==> src/rtl/temp_alarm_fsm.sv <==
// ---------------------------------------------------------------------------
// temp_alarm_fsm
//   Temperature supervision state machine. A binary temperature sample is
//   classified against three programmable thresholds. Escalation and
//   de-escalation both need DEBOUNCE consecutive qualifying valid samples.
//   De-escalation additionally needs the sample to sit HYST below the
//   current level's threshold. Leaving ALARM needs an operator acknowledge.
//   An external cutoff (t_corp) forces an absorbing TRIP state.
//
// Ports
//   clk        in   rising-edge clock
//   reset      in   synchronous, active-high reset
//   temp       in   unsigned temperature sample [TEMP_W-1:0]
//   temp_valid in   temp is sampled only when high
//   t_corp     in   cutoff request, level-sensitive, forces TRIP
//   ack        in   operator acknowledge (only meaningful in ALARM)
//   notif      out  NOTIF | ABAN | ALARM
//   aban       out  ABAN | ALARM | TRIP
//   alarm      out  ALARM | TRIP
//   level      out  state code: NORMAL=0 NOTIF=1 ABAN=2 ALARM=3 TRIP=4
// ---------------------------------------------------------------------------
module temp_alarm_fsm #(
  parameter int unsigned TEMP_W   = 8,
  parameter int unsigned TH_NOTIF = 25,
  parameter int unsigned TH_ABAN  = 27,
  parameter int unsigned TH_ALARM = 30,
  parameter int unsigned HYST     = 1,
  parameter int unsigned DEBOUNCE = 4
) (
  input  logic              clk,
  input  logic              reset,
  input  logic [TEMP_W-1:0] temp,
  input  logic              temp_valid,
  input  logic              t_corp,
  input  logic              ack,
  output logic              notif,
  output logic              aban,
  output logic              alarm,
  output logic [2:0]        level
);

  localparam int unsigned CNT_W = $clog2(DEBOUNCE + 1);

  localparam logic [CNT_W-1:0]  DEB_C   = CNT_W'(DEBOUNCE);
  localparam logic [TEMP_W-1:0] TH_N_C  = TEMP_W'(TH_NOTIF);
  localparam logic [TEMP_W-1:0] TH_B_C  = TEMP_W'(TH_ABAN);
  localparam logic [TEMP_W-1:0] TH_A_C  = TEMP_W'(TH_ALARM);
  localparam logic [TEMP_W-1:0] HYST_C  = TEMP_W'(HYST);

  // State codes double as level numbers so tgt and state compare directly.
  typedef enum logic [2:0] {
    S_NORMAL = 3'd0,
    S_NOTIF  = 3'd1,
    S_ABAN   = 3'd2,
    S_ALARM  = 3'd3,
    S_TRIP   = 3'd4
  } state_e;

  state_e            state_q, state_d;
  logic [CNT_W-1:0]  up_cnt_q, up_cnt_d;
  logic [CNT_W-1:0]  dn_cnt_q, dn_cnt_d;
  logic              ack_pend_q, ack_pend_d;

  logic [2:0]        tgt;
  logic [2:0]        lvl_down;
  logic [TEMP_W-1:0] th_dn;
  logic              up_qual;
  logic              dn_qual;
  logic              dn_allowed;

  // Level the current sample asks for.
  always_comb begin
    if (temp >= TH_A_C)      tgt = 3'd3;
    else if (temp >= TH_B_C) tgt = 3'd2;
    else if (temp >= TH_N_C) tgt = 3'd1;
    else                     tgt = 3'd0;
  end

  // De-escalation threshold of the current level. A zero threshold makes
  // dn_qual impossible, which covers NORMAL and TRIP.
  always_comb begin
    unique case (state_q)
      S_NOTIF: th_dn = TH_N_C - HYST_C;
      S_ABAN:  th_dn = TH_B_C - HYST_C;
      S_ALARM: th_dn = TH_A_C - HYST_C;
      default: th_dn = '0;
    endcase
  end

  assign up_qual  = (state_q != S_TRIP) && (tgt > state_q);
  assign dn_qual  = (temp < th_dn);
  assign lvl_down = state_q - 3'd1;
  // Leaving ALARM downward needs an acknowledge seen now or earlier.
  assign dn_allowed = (state_q != S_ALARM) || ack_pend_q || ack;

  // NOTE: every combinational output gets a default first so no path
  // through the block leaves a variable unassigned (which would infer a latch).
  always_comb begin
    state_d    = state_q;
    up_cnt_d   = up_cnt_q;
    dn_cnt_d   = dn_cnt_q;
    ack_pend_d = ack_pend_q;

    // Counters move only on valid samples; invalid cycles hold them.
    if (temp_valid) begin
      if (up_qual) begin
        up_cnt_d = (up_cnt_q == DEB_C) ? DEB_C : up_cnt_q + 1'b1;
        dn_cnt_d = '0;
      end else if (dn_qual) begin
        dn_cnt_d = (dn_cnt_q == DEB_C) ? DEB_C : dn_cnt_q + 1'b1;
        up_cnt_d = '0;
      end else begin
        up_cnt_d = '0;
        dn_cnt_d = '0;
      end
    end

    if ((state_q == S_ALARM) && ack) ack_pend_d = 1'b1;

    // A saturated down count in ALARM waits here until ack arrives, so the
    // step can happen on a cycle with temp_valid low.
    if (up_cnt_d == DEB_C) begin
      state_d = state_e'(tgt);
    end else if ((dn_cnt_d == DEB_C) && dn_allowed) begin
      state_d = state_e'(lvl_down);
    end

    if (t_corp || (state_q == S_TRIP)) state_d = S_TRIP;

    if (state_d != state_q) begin
      up_cnt_d   = '0;
      dn_cnt_d   = '0;
      ack_pend_d = 1'b0;
    end
  end

  // NOTE: sequential state uses non-blocking assignments so every flop
  // samples the pre-edge value of its neighbours regardless of statement order.
  always_ff @(posedge clk) begin
    if (reset) begin
      state_q    <= S_NORMAL;
      up_cnt_q   <= '0;
      dn_cnt_q   <= '0;
      ack_pend_q <= 1'b0;
    end else begin
      state_q    <= state_d;
      up_cnt_q   <= up_cnt_d;
      dn_cnt_q   <= dn_cnt_d;
      ack_pend_q <= ack_pend_d;
    end
  end

  // Moore decode straight off the state register.
  assign notif = (state_q == S_NOTIF) || (state_q == S_ABAN) || (state_q == S_ALARM);
  assign aban  = (state_q == S_ABAN)  || (state_q == S_ALARM) || (state_q == S_TRIP);
  assign alarm = (state_q == S_ALARM) || (state_q == S_TRIP);
  assign level = state_q;

endmodule
==> config.mk <==
export PLATFORM = sky130hd
export DESIGN_NAME = temp_alarm_fsm
export DESIGN_NICKNAME = d
export VERILOG_FILES = /design/src/rtl/temp_alarm_fsm.sv
export SDC_FILE = /design/constraint.sdc
export NUM_CORES = 1
export LEC_CHECK = 0
export ABC_AREA = 1
export CAP_MARGIN = 20
export CORE_MARGIN = 4
export CORE_UTILIZATION = 40
export DETAILED_ROUTE_END_ITERATION = 12
export PLACE_DENSITY_LB_ADDON = 0.08
export REMOVE_ABC_BUFFERS = 1
export SETUP_SLACK_MARGIN = 0.15
export SYNTH_ARGS = -nofsm -noshare
export SYNTH_HDL_FRONTEND = slang
export SYNTH_SLANG_ARGS = --single-unit
==> constraint.sdc <==
create_clock -name clk -period 6.7 [get_ports clk]
set_input_delay 1.34 -clock clk [delete_from_list [all_inputs] [get_ports clk]]
set_output_delay 1.34 -clock clk [all_outputs]
set_load 0.01 [all_outputs]
* Word-level counts from Yosys, hierarchy flattened
Index checks and enable logic that the tools add are counted.
** Cells by class
- Reduce and logical (&&, ||, !) cells :: 12
- Equality and inequality tests :: 11
- Muxes and demuxes :: 14
- $lt $le $gt $ge :: 5
- Add/subtract/negate cells :: 3
** Operators with widths (number)
- 3-bit two-way mux :: 10
- 8-bit by 5-bit >= comparator with 1-bit output, second input constant :: 3
- 3-bit equality test, second input constant :: 5
- 5-bit one-hot mux with 3 select lines :: 1
- 1-bit logical OR :: 8
- 8-bit less-than comparator :: 1
- 3-bit by 1-bit adder with 3-bit output, second input constant :: 2
- 3-bit by 2-bit equality test with 1-bit output, second input constant :: 2
- 2-bit two-way mux :: 2
- 3-bit by 1-bit equality test with 1-bit output, second input constant :: 1
- 3-bit > comparator :: 1
- 1-bit logical AND :: 3
- 3-bit by 2-bit inequality test with 1-bit output, second input constant :: 1
- 3-bit inequality test :: 1
- 3-bit inequality test, second input constant :: 1
- 3-bit by 1-bit subtractor with 3-bit output, second input constant :: 1
- 2-bit OR reduction :: 1
- 1-bit two-way mux :: 1
** Word-level totals
- Input port bits :: 13
- Output and inout bits :: 6
- Flip-flop bits (word level) :: 10
- Word-level logic and storage cells :: 49

* Longest topological paths before layout
Gate-level depths: netlist of the first run.
- Depth after elaboration :: 15
- Depth in mapped cells :: 23
- Depth with buffers taken out :: 23

* Worst setup path before layout of the first run
OpenSTA, ideal clock, no wires.
- Kind :: input to register
- Start :: input temp[5]
- End :: register ack_pend_q
- Buffers on the path :: 0
- Required time :: 6634 ps
- Library setup time :: 66 ps
- Arrival time :: 3558 ps
- Stages :: 19
- Slack :: 3077 ps
- Cell sequence :: nor3_1 -> inv_2 -> a41oi_1 -> o21ai_0 -> ha_1 -> inv_1 -> o21bai_1 -> nand2_2 -> nand2_1 -> a21oi_2 -> nand3_4 -> a21oi_4 -> nand2_2 -> nand2_1 -> nand3_2 -> nand2_2 -> xor2_2 -> nand3_2 -> nor2_1
** On the way
- Word-level cells in the longest chain between the ends :: 15
- Elaborated cells between the ends (all ways) :: 22
- Those cells by class :: order compare (5); eq/ne (3); mux (11); reduce/logical (3)
** Ends and longest elaborated chain
- start: declaration :: line 32 : input logic [TEMP_W-1:0] temp,
- 8-bit by 5-bit >= comparator with 1-bit output :: line 75 : else if (temp >= TH_N_C) tgt = 3'd1;
- 1-bit two-way mux :: line 75
- 2-bit two-way mux :: line 74 : else if (temp >= TH_B_C) tgt = 3'd2;
- 2-bit two-way mux :: line 73 : if (temp >= TH_A_C) tgt = 3'd3;
- 3-bit > comparator :: line 90 : assign up_qual = (state_q != S_TRIP) && (tgt > state_q);
- 1-bit logical AND :: line 90
- 3-bit two-way mux :: line 106 : if (up_qual) begin
- 3-bit two-way mux :: line 105 : if (temp_valid) begin
- 3-bit equality test :: line 124 : end else if ((dn_cnt_d == DEB_C) && dn_allowed) begin
- 1-bit logical AND :: line 124
- 3-bit two-way mux :: line 124
- 3-bit two-way mux (*) :: line 122 : if (up_cnt_d == DEB_C) begin
- 3-bit two-way mux (*) :: line 128 : if (t_corp || (state_q == S_TRIP)) state_d = S_TRIP;
- 3-bit inequality test (*) :: line 130 : if (state_d != state_q) begin
- 2-bit OR reduction (no line) (*)
- end signal: assignment :: line 149 : ack_pend_q <= ack_pend_d;
- end: declaration :: line 62 : logic ack_pend_q, ack_pend_d;
Every way passes the cells marked *; elsewhere a longest branch is shown, timed or not.
A chain may end at the register's enable or synchronous reset.

* Final worst setup path of the first run
- Start :: input temp[5]
- End :: register up_cnt_q[2]
** On the way
- Word-level cells in the longest chain between the ends :: 15
- Elaborated cells between the ends (all ways) :: 22
- Those cells by class :: order compare (5); eq/ne (3); mux (11); reduce/logical (3)
** Ends and longest elaborated chain
- 8-bit by 5-bit >= comparator with 1-bit output :: line 75
- 1-bit two-way mux :: line 75
- 2-bit two-way mux :: line 74
- 2-bit two-way mux :: line 73
- 3-bit > comparator :: line 90
- 1-bit logical AND :: line 90
- 3-bit two-way mux :: line 106
- 3-bit two-way mux :: line 105
- 3-bit equality test :: line 124
- 1-bit logical AND :: line 124
- 3-bit two-way mux :: line 124
- 3-bit two-way mux :: line 122
- 3-bit two-way mux :: line 128
- 3-bit inequality test :: line 130
- 2-bit OR reduction (no line)
- end signal: assignment :: line 147 : up_cnt_q <= up_cnt_d;
- end: declaration :: line 60 : logic [CNT_W-1:0] up_cnt_q, up_cnt_d;
Parallel ways exist; a longest one is shown, timed or not.

==> results of run 1 <==
[registers in the layout, summed over array words and instances (netlist names)]
name	flops
ack_pend_q	1
level	3
dn_cnt_q	3
up_cnt_q	3
[synth_stat cells (2+ instances only)]
cell / instances / share of area
nor2_1: 17 / 0.060
nand2_1: 28 / 0.099
nand3_2: 4 / 0.038
a21oi_2: 2 / 0.016
nor2_2: 2 / 0.012
a21oi_1: 3 / 0.014
inv_1: 29 / 0.10
nand3_1: 9 / 0.042
xnor2_1: 3 / 0.025
o21ai_0: 4 / 0.019
nor3_1: 2 / 0.0094
nand2_2: 7 / 0.041
ha_1: 15 / 0.18
dfxtp_1: 10 / 0.19
[worst register-to-register path: stages (launching register included)]
cell and delay (ns):
dfxtp_1 0.51, ha_1 0.25, inv_1 0.05, nor2_1 0.13, inv_1 0.11, and2_1 0.21
ha_1 0.30, a21oi_1 0.17, nand2_2 0.09, nand2_4 0.08, nand3_4 0.08, a21oi_4 0.17
nand2_2 0.09, nand2_1 0.09, nand3_2 0.07, nand2_2 0.09, xor2_2 0.15, nand3_2 0.18
nor2_1 0.14
[cells by family after synthesis]
group,after synthesis,synth area share
AO/OA/AOI/OAI,16,0.107
XOR/XNOR,4,0.0400
adder cells (fa/ha/maj),15,0.176
buffers and inverters,32,0.125
flip-flops,10,0.188
AND/OR/NAND/NOR,74,0.364
[metrics by stage]
step / setup slack (ns) / instance area [µm²] / cells / total power, mW
final: 2.53 / 1310 / 202 / 0.150
after floorplan: 3.08 / 1050 / 150 / 0.0815
after detailed placement: 2.24 / 1270 / 198 / 0.0964
after global routing: 2.20 / 1310 / 202 / 0.161
after CTS: 2.51 / 1310 / 202 / 0.153
after global placement: 2.34 / 1270 / 198 / 0.0958
[power by group through the flow]
stage | logic [mW] | registers (mW) | clock network (mW)
floorplan | 0.0184 | 0.0631 | 0
global placement | 0.0325 | 0.0633 | 0
detailed placement | 0.0332 | 0.0633 | 0
CTS | 0.0333 | 0.0618 | 0.0580
global route | 0.0367 | 0.0621 | 0.0618
finish | 0.0328 | 0.0619 | 0.0555
[layer usage]
layer | wire, µm | part of all wire | GRT usage
met5 | 0 | 0 | 0
met4 | 36 | 0.017 | 0.0665
met3 | 99 | 0.046 | 0.0153
met2 | 1000 | 0.47 | 0.242
met1 | 999 | 0.47 | 0.170
[final timing paths]
path	startpoint	to	slack, ns	cells past startpoint
hold / removal	ack_pend_q	ack_pend_q	0.56	3
setup reg to reg	level[0]	up_cnt_q[2]	3.68	18
hold reg to reg	ack_pend_q	ack_pend_q	0.56	3
setup / recovery	temp[5]	up_cnt_q[2]	2.53	22
[final cells by class]
type	count	share of cell area
multi-input cells	109	0.559
flip-flops and latches	10	0.153
repair buffers	18	0.138
inverters	31	0.0929
well taps	30	0.0287
clock buffers	4	0.0278
==> results.yml, run 1 <==
setup_path:
  path_buf_inv: 5
  worstPathCellList: "clkdlybuf4s50_1 > nor3_1 > inv_2 > a41oi_1 > o21ai_0 > ha_1 > inv_1 > o21bai_1 > nand2_2 > nor2_2 > inv_1 > o22ai_1 > nor2_1 > nand2_2 > o21ai_0 > inv_1 > nand2_1 > nand2_1 > nand2_1 > nor2_2 > nand3_2 > nor2_1"
  max_stage_delay_ns: 0.40
  arrival_ns: 4.37
  critPathTopFamily: "simple AND/OR/NAND/NOR gates"
  path_class: "in -> reg"
  worstPathRequired_ns: 6.90
  cp_max_fo: 7
  critPathCaptureType: "register"
  cp_slowest_cell: "clkdlybuf4s50_1"
  startpoint_type: "input port"
cells_and_area:
  fillers: 253
  num_antenna_cells: 0
  register_area_um2: 200
  drive_gt1_frac: 0.157
  syn2layout_area_growth_pct: 22.8
  multi_input_area_um2: 731
  fin_util: 0.523
  final_common_cell: "inv_1"
  final_nets: 201
  layout_common_cells: "inv_1, nand2_1, clkdlybuf4s50_1"
clock_tree:
  cts_hold_buf: 0
  clkSlewWorstSetupHoldPaths_ns: 0.07
  cts-buffers-inserted: 3
  cts-root-buf: "clkbuf_4"
  htreeDepth: 1
  clockBufferDepth: 2
  cts_tree: "built"
  clk_latency_ns: 0.27
  cts_setup_buffers: 0
  cts_sinks: 10
  cts.repair.resized: 0
sta:
  setup_violations: 0
  max_freq_ghz: 0.240
  slew_headroom: 0.712
  worst_pin_slew_ns: 0.431
  fin_tns_setup_ns: 0
  fin_crit_sh: 0.622
  rsz0062_at_grt: "false"
  period_minus_slack_ns: 4.17
  skew_ns: 0.00113
  hold_viol: 0
  drv_slew: 0
  timing.hold.ws_ns: 0.564
logic_synthesis:
  ys_seq_area_frac: 0.188
  postSynth.asyncResetShare: 0
  syn_area_per_cell_um2: 7.04
  netlist_instances: 151
  synth_ff_type: "dfxtp_1"
  yosysUniqueCellTypes: 30
  synth-seq-cells: 10
  synth_edf_count: 0
  yosys_warnings: 0
  netlist_area_um2: 1060
power_and_ir_drop:
  p_leak_nw: 0.615
  p_int_mw: 0.109
  clockPowerShare: 0.369
  p_switching_mw: 0.0411
  combPwrFrac: 0.219
  powerDensity_nw_per_um2: 115
  seqPwrFrac: 0.412
  vdd_ir_drop_max_v: 0.0000865
  switching_share: 0.273
detailed_routing:
  wirelength_um: 2140
  via_per_inst: 4.71
  final_antenna_net_count: 0
  remaining_drc_errors: 0
  num_vias: 951
  wl_per_cell_um: 10.6
  dr.pass1.iters: 4
  drt_iter0_markers: 31
global_routing:
  grt_use_total: 0.139
  antenna_found_initial: 0
  first_global_vias: 942
  overflow: 0
  grt_max_degree: 9
  grt_pass1_wl_um: 3830
floorplan:
  num_io_pins: 19
  dieWidth_um: 59.6
  die_h_um: 59.6
  row_count: 18
  core_um2: 2500
  start_util: 0.425
  dieArea_um2: 3550
placement:
  dp.final_hpwl_um: 1810
  placement.io_buffers: 18
  gp_congestion: 0.779
worst_hold_path:
  hp-class: "reg -> reg"
flow_run:
  cap_violations: 0
outcome:
  status: "finished clean"
Note: power is estimated with default switching activity, not from simulation.
==> run 2: changes to the inputs <==
==> constraint.sdc (replaced) <==
create_clock -name clk -period 3.6 [get_ports clk]
set_input_delay 0.72 -clock clk [delete_from_list [all_inputs] [get_ports clk]]
set_output_delay 0.72 -clock clk [all_outputs]
set_load 0.01 [all_outputs]
==> results.yml, run 2 (synthesis gave the netlist of run 1 again) <==
outcome:
  status: "finished clean"
setup_path:
  critPathCaptureType: "register"
  arrival_ns: 3.44
  startpoint_type: "input port"
  path_class: "in -> reg"
  cp_max_fo: 7
  worstPathRequired_ns: 3.82
power_and_ir_drop:
  switching_share: 0.307
  vdd_ir_drop_max_v: 0.000198
  powerDensity_nw_per_um2: 192
  p_switching_mw: 0.0943
  clockPowerShare: 0.348
  seqPwrFrac: 0.375
  p_int_mw: 0.213
  p_leak_nw: 0.761
  combPwrFrac: 0.277
sta:
  drv_slew: 0
  max_freq_ghz: 0.311
  fin_crit_sh: 0.894
  hold_viol: 0
  fin_tns_setup_ns: 0
  worst_pin_slew_ns: 0.418
  slew_headroom: 0.721
  period_minus_slack_ns: 3.22
  setup_violations: 0
  rsz0062_at_grt: "false"
  skew_ns: 0.00617
global_routing:
  antenna_found_initial: 0
  overflow: 0
  grt_max_degree: 9
  first_global_vias: 925
  grt_use_total: 0.143
  grt_pass1_wl_um: 3860
floorplan:
  dieWidth_um: 59.6
  num_io_pins: 19
  start_util: 0.425
  row_count: 18
  core_um2: 2500
  dieArea_um2: 3550
  die_h_um: 59.6
cells_and_area:
  stdcell_count: 213
  multi_input_area_um2: 923
  register_area_um2: 200
  final_nets: 212
  final_common_cell: "inv_1"
  finalInstanceArea_um2: 1600
  fillers: 233
  num_antenna_cells: 0
  syn2layout_area_growth_pct: 50.7
  layout_common_cells: "inv_1, nand2_1, nand2_2, ha_1, clkdlybuf4s50_1"
  drive_gt1_frac: 0.372
  fin_util: 0.641
clock_tree:
  clkSlewWorstSetupHoldPaths_ns: 0.07
  clk_latency_ns: 0.28
  clockBufferDepth: 2
  htreeDepth: 1
  cts-buffers-inserted: 3
  cts-root-buf: "clkbuf_4"
  cts_hold_buf: 0
  cts_tree: "built"
  cts_sinks: 10
placement:
  placement.io_buffers: 18
  place_area_um2: 1310
  dp.final_hpwl_um: 1780
  place_inst: 203
  gp_congestion: 0.730
detailed_routing:
  dr.pass1.iters: 4
  drt_iter0_markers: 18
  wirelength_um: 2490
  via_per_inst: 4.82
  wl_per_cell_um: 11.7
  num_vias: 1026
  remaining_drc_errors: 0
  final_antenna_net_count: 0
worst_hold_path:
  hp-class: "reg -> reg"
flow_run:
  cap_violations: 0
[run 2: cell count changes in the layout (fill, tap and decap cells not counted), sizes merged]
| cell | change |
|---|---|
| buf | +11 |
| dlymetal6s2s | +7 |
| clkdlybuf4s50 | -7 |
[run 2: power groups by stage]
stage	Sequential (mW)	Clock, mW	Combinational, mW
floorplan	0.117	0	0.0342
global placement	0.118	0	0.0632
detailed placement	0.118	0	0.0641
CTS	0.115	0.109	0.0677
global route	0.116	0.114	0.0935
finish	0.115	0.107	0.0850
[run 2: final timing paths]
check / startpoint / end / slack, ns / cells past startpoint
max: temp[0] / up_cnt_q[2] / 0.38 / 19
min: ack_pend_q / ack_pend_q / 0.56 / 3
max reg2reg: level[0] / up_cnt_q[2] / 0.51 / 19
min reg2reg: ack_pend_q / ack_pend_q / 0.56 / 3
[run 2: routing by layer]
metal	wire length (µm)	global-route usage	vias to the layer above	part of all wire
met3	133	0.0131	7	0.053
met4	43	0.0665	0	0.017
met2	1280	0.261	17	0.52
met5	0	0	-	0
li1	-	-	536	-
met1	1030	0.166	466	0.41
[run 2: what timing repair did]
action,CTS,global route
buffers inserted,0,6
setup endpoints to repair,7,7
pin swaps,2,22
resized for setup,6,46
[run 2: worst max-delay path: stages]
cell	delay, ns
clkdlybuf4s50_1	0.49
a21oi_4	0.24
o21ai_4	0.09
ha_4	0.28
inv_1	0.04
o21bai_1	0.17
nand2_2	0.12
nor2_4	0.15
inv_2	0.05
o22ai_2	0.16
nor2_2	0.08
nand2_2	0.09
buf_6	0.11
nand3_2	0.07
nand2_2	0.10
nor2_1	0.07
nor2_4	0.14
nand3_4	0.15
nor2_2	0.13
[run 2: layout make-up]
cell class | count | area share
Multi-Input combinational cell | 109 | 0.576
Timing Repair Buffer | 29 | 0.177
Sequential cell | 10 | 0.125
Inverter | 31 | 0.0757
Tap cell | 30 | 0.0234
Clock buffer | 4 | 0.0226
[run 2: per-stage QoR]
stage | hold slack, ns | setup slack [ns] | total power [mW]
finish | 0.557 | 0.380 | 0.307
global route | 0.598 | 0.135 | 0.323
CTS | 0.562 | 0.167 | 0.292
detailed placement | 0.543 | -0.258 | 0.182
global placement | 0.528 | -0.130 | 0.181
floorplan | 0.518 | 0.595 | 0.152
==> run 3: changes to the inputs <==
==> constraint.sdc (replaced) <==
create_clock -name clk -period 3.6 [get_ports clk]
set_input_delay 0.36 -clock clk [delete_from_list [all_inputs] [get_ports clk]]
set_output_delay 0.36 -clock clk [all_outputs]
set_load 0.01 [all_outputs]
==> results.yml, run 3 (synthesis gave the netlist of run 1 again) <==
power_and_ir_drop:
  powerDensity_nw_per_um2: 211
  p_leak_nw: 0.616
  switching_share: 0.266
  seqPwrFrac: 0.415
  p_int_mw: 0.203
  total_power_mw: 0.277
  p_switching_mw: 0.0736
  vdd_ir_drop_max_v: 0.000133
  clockPowerShare: 0.361
  combPwrFrac: 0.224
worst_hold_path:
  hp-class: "reg -> reg"
  hold_start: "ack_pend_q"
  min_path_cells: 3
  min_to: "ack_pend_q"
cells_and_area:
  register_area_um2: 200
  final_nets: 201
  syn2layout_area_growth_pct: 23.3
  final_common_cell: "inv_1"
  layout_common_cells: "inv_1, nand2_1, clkdlybuf4s50_1"
  multi_input_area_um2: 736
  num_antenna_cells: 0
  fillers: 254
  fin_util: 0.525
  drive_gt1_frac: 0.163
setup_path:
  arrival_ns: 3.29
  worstReg2RegEnd: "up_cnt_q[1]"
  r2r_cells: 19
  startpoint_type: "input port"
  path_class: "in -> reg"
  worstPathRequired_ns: 3.81
  critPathCaptureType: "register"
  r2r_start: "level[0]"
  cp_max_fo: 7
  r2r_setup_slack_ns: 0.62
sta:
  hold_viol: 0
  rsz0062_at_grt: "false"
  period_minus_slack_ns: 3.09
  fin_crit_sh: 0.857
  skew_ns: 0.00480
  fin_tns_setup_ns: 0
  drv_slew: 0
  max_freq_ghz: 0.324
  setup_violations: 0
  slew_headroom: 0.744
  worst_pin_slew_ns: 0.384
detailed_routing:
  wirelength_um: 2120
  dr.pass1.iters: 4
  via_per_inst: 4.70
  num_vias: 950
  remaining_drc_errors: 0
  final_antenna_net_count: 0
  wl_per_cell_um: 10.5
  drt_iter0_markers: 23
global_routing:
  grt_use_total: 0.137
  first_global_vias: 938
  grt_pass1_wl_um: 3710
  overflow: 0
  antenna_found_initial: 0
  grt_max_degree: 9
floorplan:
  row_count: 18
  dieWidth_um: 59.6
  core_um2: 2500
  start_util: 0.425
  die_h_um: 59.6
  dieArea_um2: 3550
  num_io_pins: 19
clock_tree:
  clk_latency_ns: 0.27
  cts_tree: "built"
  clkSlewWorstSetupHoldPaths_ns: 0.07
  cts-root-buf: "clkbuf_4"
  htreeDepth: 1
  cts_sinks: 10
  clockBufferDepth: 2
  cts-buffers-inserted: 3
placement:
  placement.io_buffers: 18
  dp.final_hpwl_um: 1740
  gp_congestion: 0.760
outcome:
  status: "finished clean"
flow_run:
  cap_violations: 0
[run 3: how the worst max path moves through the flow]
stage                        start           to  slack, ns  depth (start not counted)
after floorplan           level[0]   ack_pend_q       0.94                         18
after global placement     temp[5]  up_cnt_q[1]       0.23                         21
after detailed placement   temp[5]  up_cnt_q[1]       0.17                         22
after CTS                  temp[5]  up_cnt_q[0]       0.45                         22
after global routing       temp[5]  dn_cnt_q[0]       0.17                         22
final                      temp[5]  up_cnt_q[1]       0.51                         21
[run 3: area by class of cell]
class / instances / area share
Clock buffer: 4 / 0.0277
Timing Repair Buffer: 18 / 0.137
Inverter: 31 / 0.0926
Multi-Input combinational cell: 109 / 0.561
Sequential cell: 10 / 0.153
Tap cell: 30 / 0.0286
[run 3: power by group through the flow]
stage	logic, mW	registers, mW	clock network, mW
2_1_floorplan	0.0342	0.117	0
3_3_place_gp	0.0605	0.118	0
3_5_place_dp	0.0614	0.118	0
4_1_cts	0.0620	0.115	0.106
5_1_grt	0.0688	0.115	0.110
6_report	0.0621	0.115	0.100
[run 3: stage by stage]
step	setup slack, ns	std cells	instance area, µm²	hold WS (ns)
6_report	0.515	202	1310	0.553
5_1_grt	0.172	202	1310	0.630
4_1_cts	0.449	202	1310	0.559
3_5_place_dp	0.174	198	1270	0.538
3_3_place_gp	0.232	198	1270	0.532
2_1_floorplan	0.941	150	1050	0.432
[run 3: critical path, cell delays in order]
cell and delay, ns:
clkdlybuf4s50_1 0.42, nor3_2 0.20, inv_2 0.09, a41oi_1 0.19, a21boi_1 0.27, ha_1 0.28, a21oi_2 0.13, nand2_2 0.08
nand2_1 0.14, nor2_1 0.07, nand3_1 0.10, nand2_2 0.08, nor2_4 0.13, nand2_2 0.08, nand2_1 0.06, nand3_1 0.06
nand2_1 0.11, nor2_1 0.06, nor2_2 0.12, nand3_2 0.14, nor2_1 0.12
[run 3: metal layers]
layer	vias up	track usage	routed length, µm
li1	511	-	-
met1	415	0.161	988
met2	18	0.231	976
met3	6	0.0240	99
met4	0	0.0759	53
met5	-	0	0
[run 3: timing repair]
item | 4_1_cts | 5_1_grt
endpoints found under the setup margin | 0 | 7
gates resized for setup | 0 | 2
buffers inserted | 0 | 0
hold buffers | 0 | 0
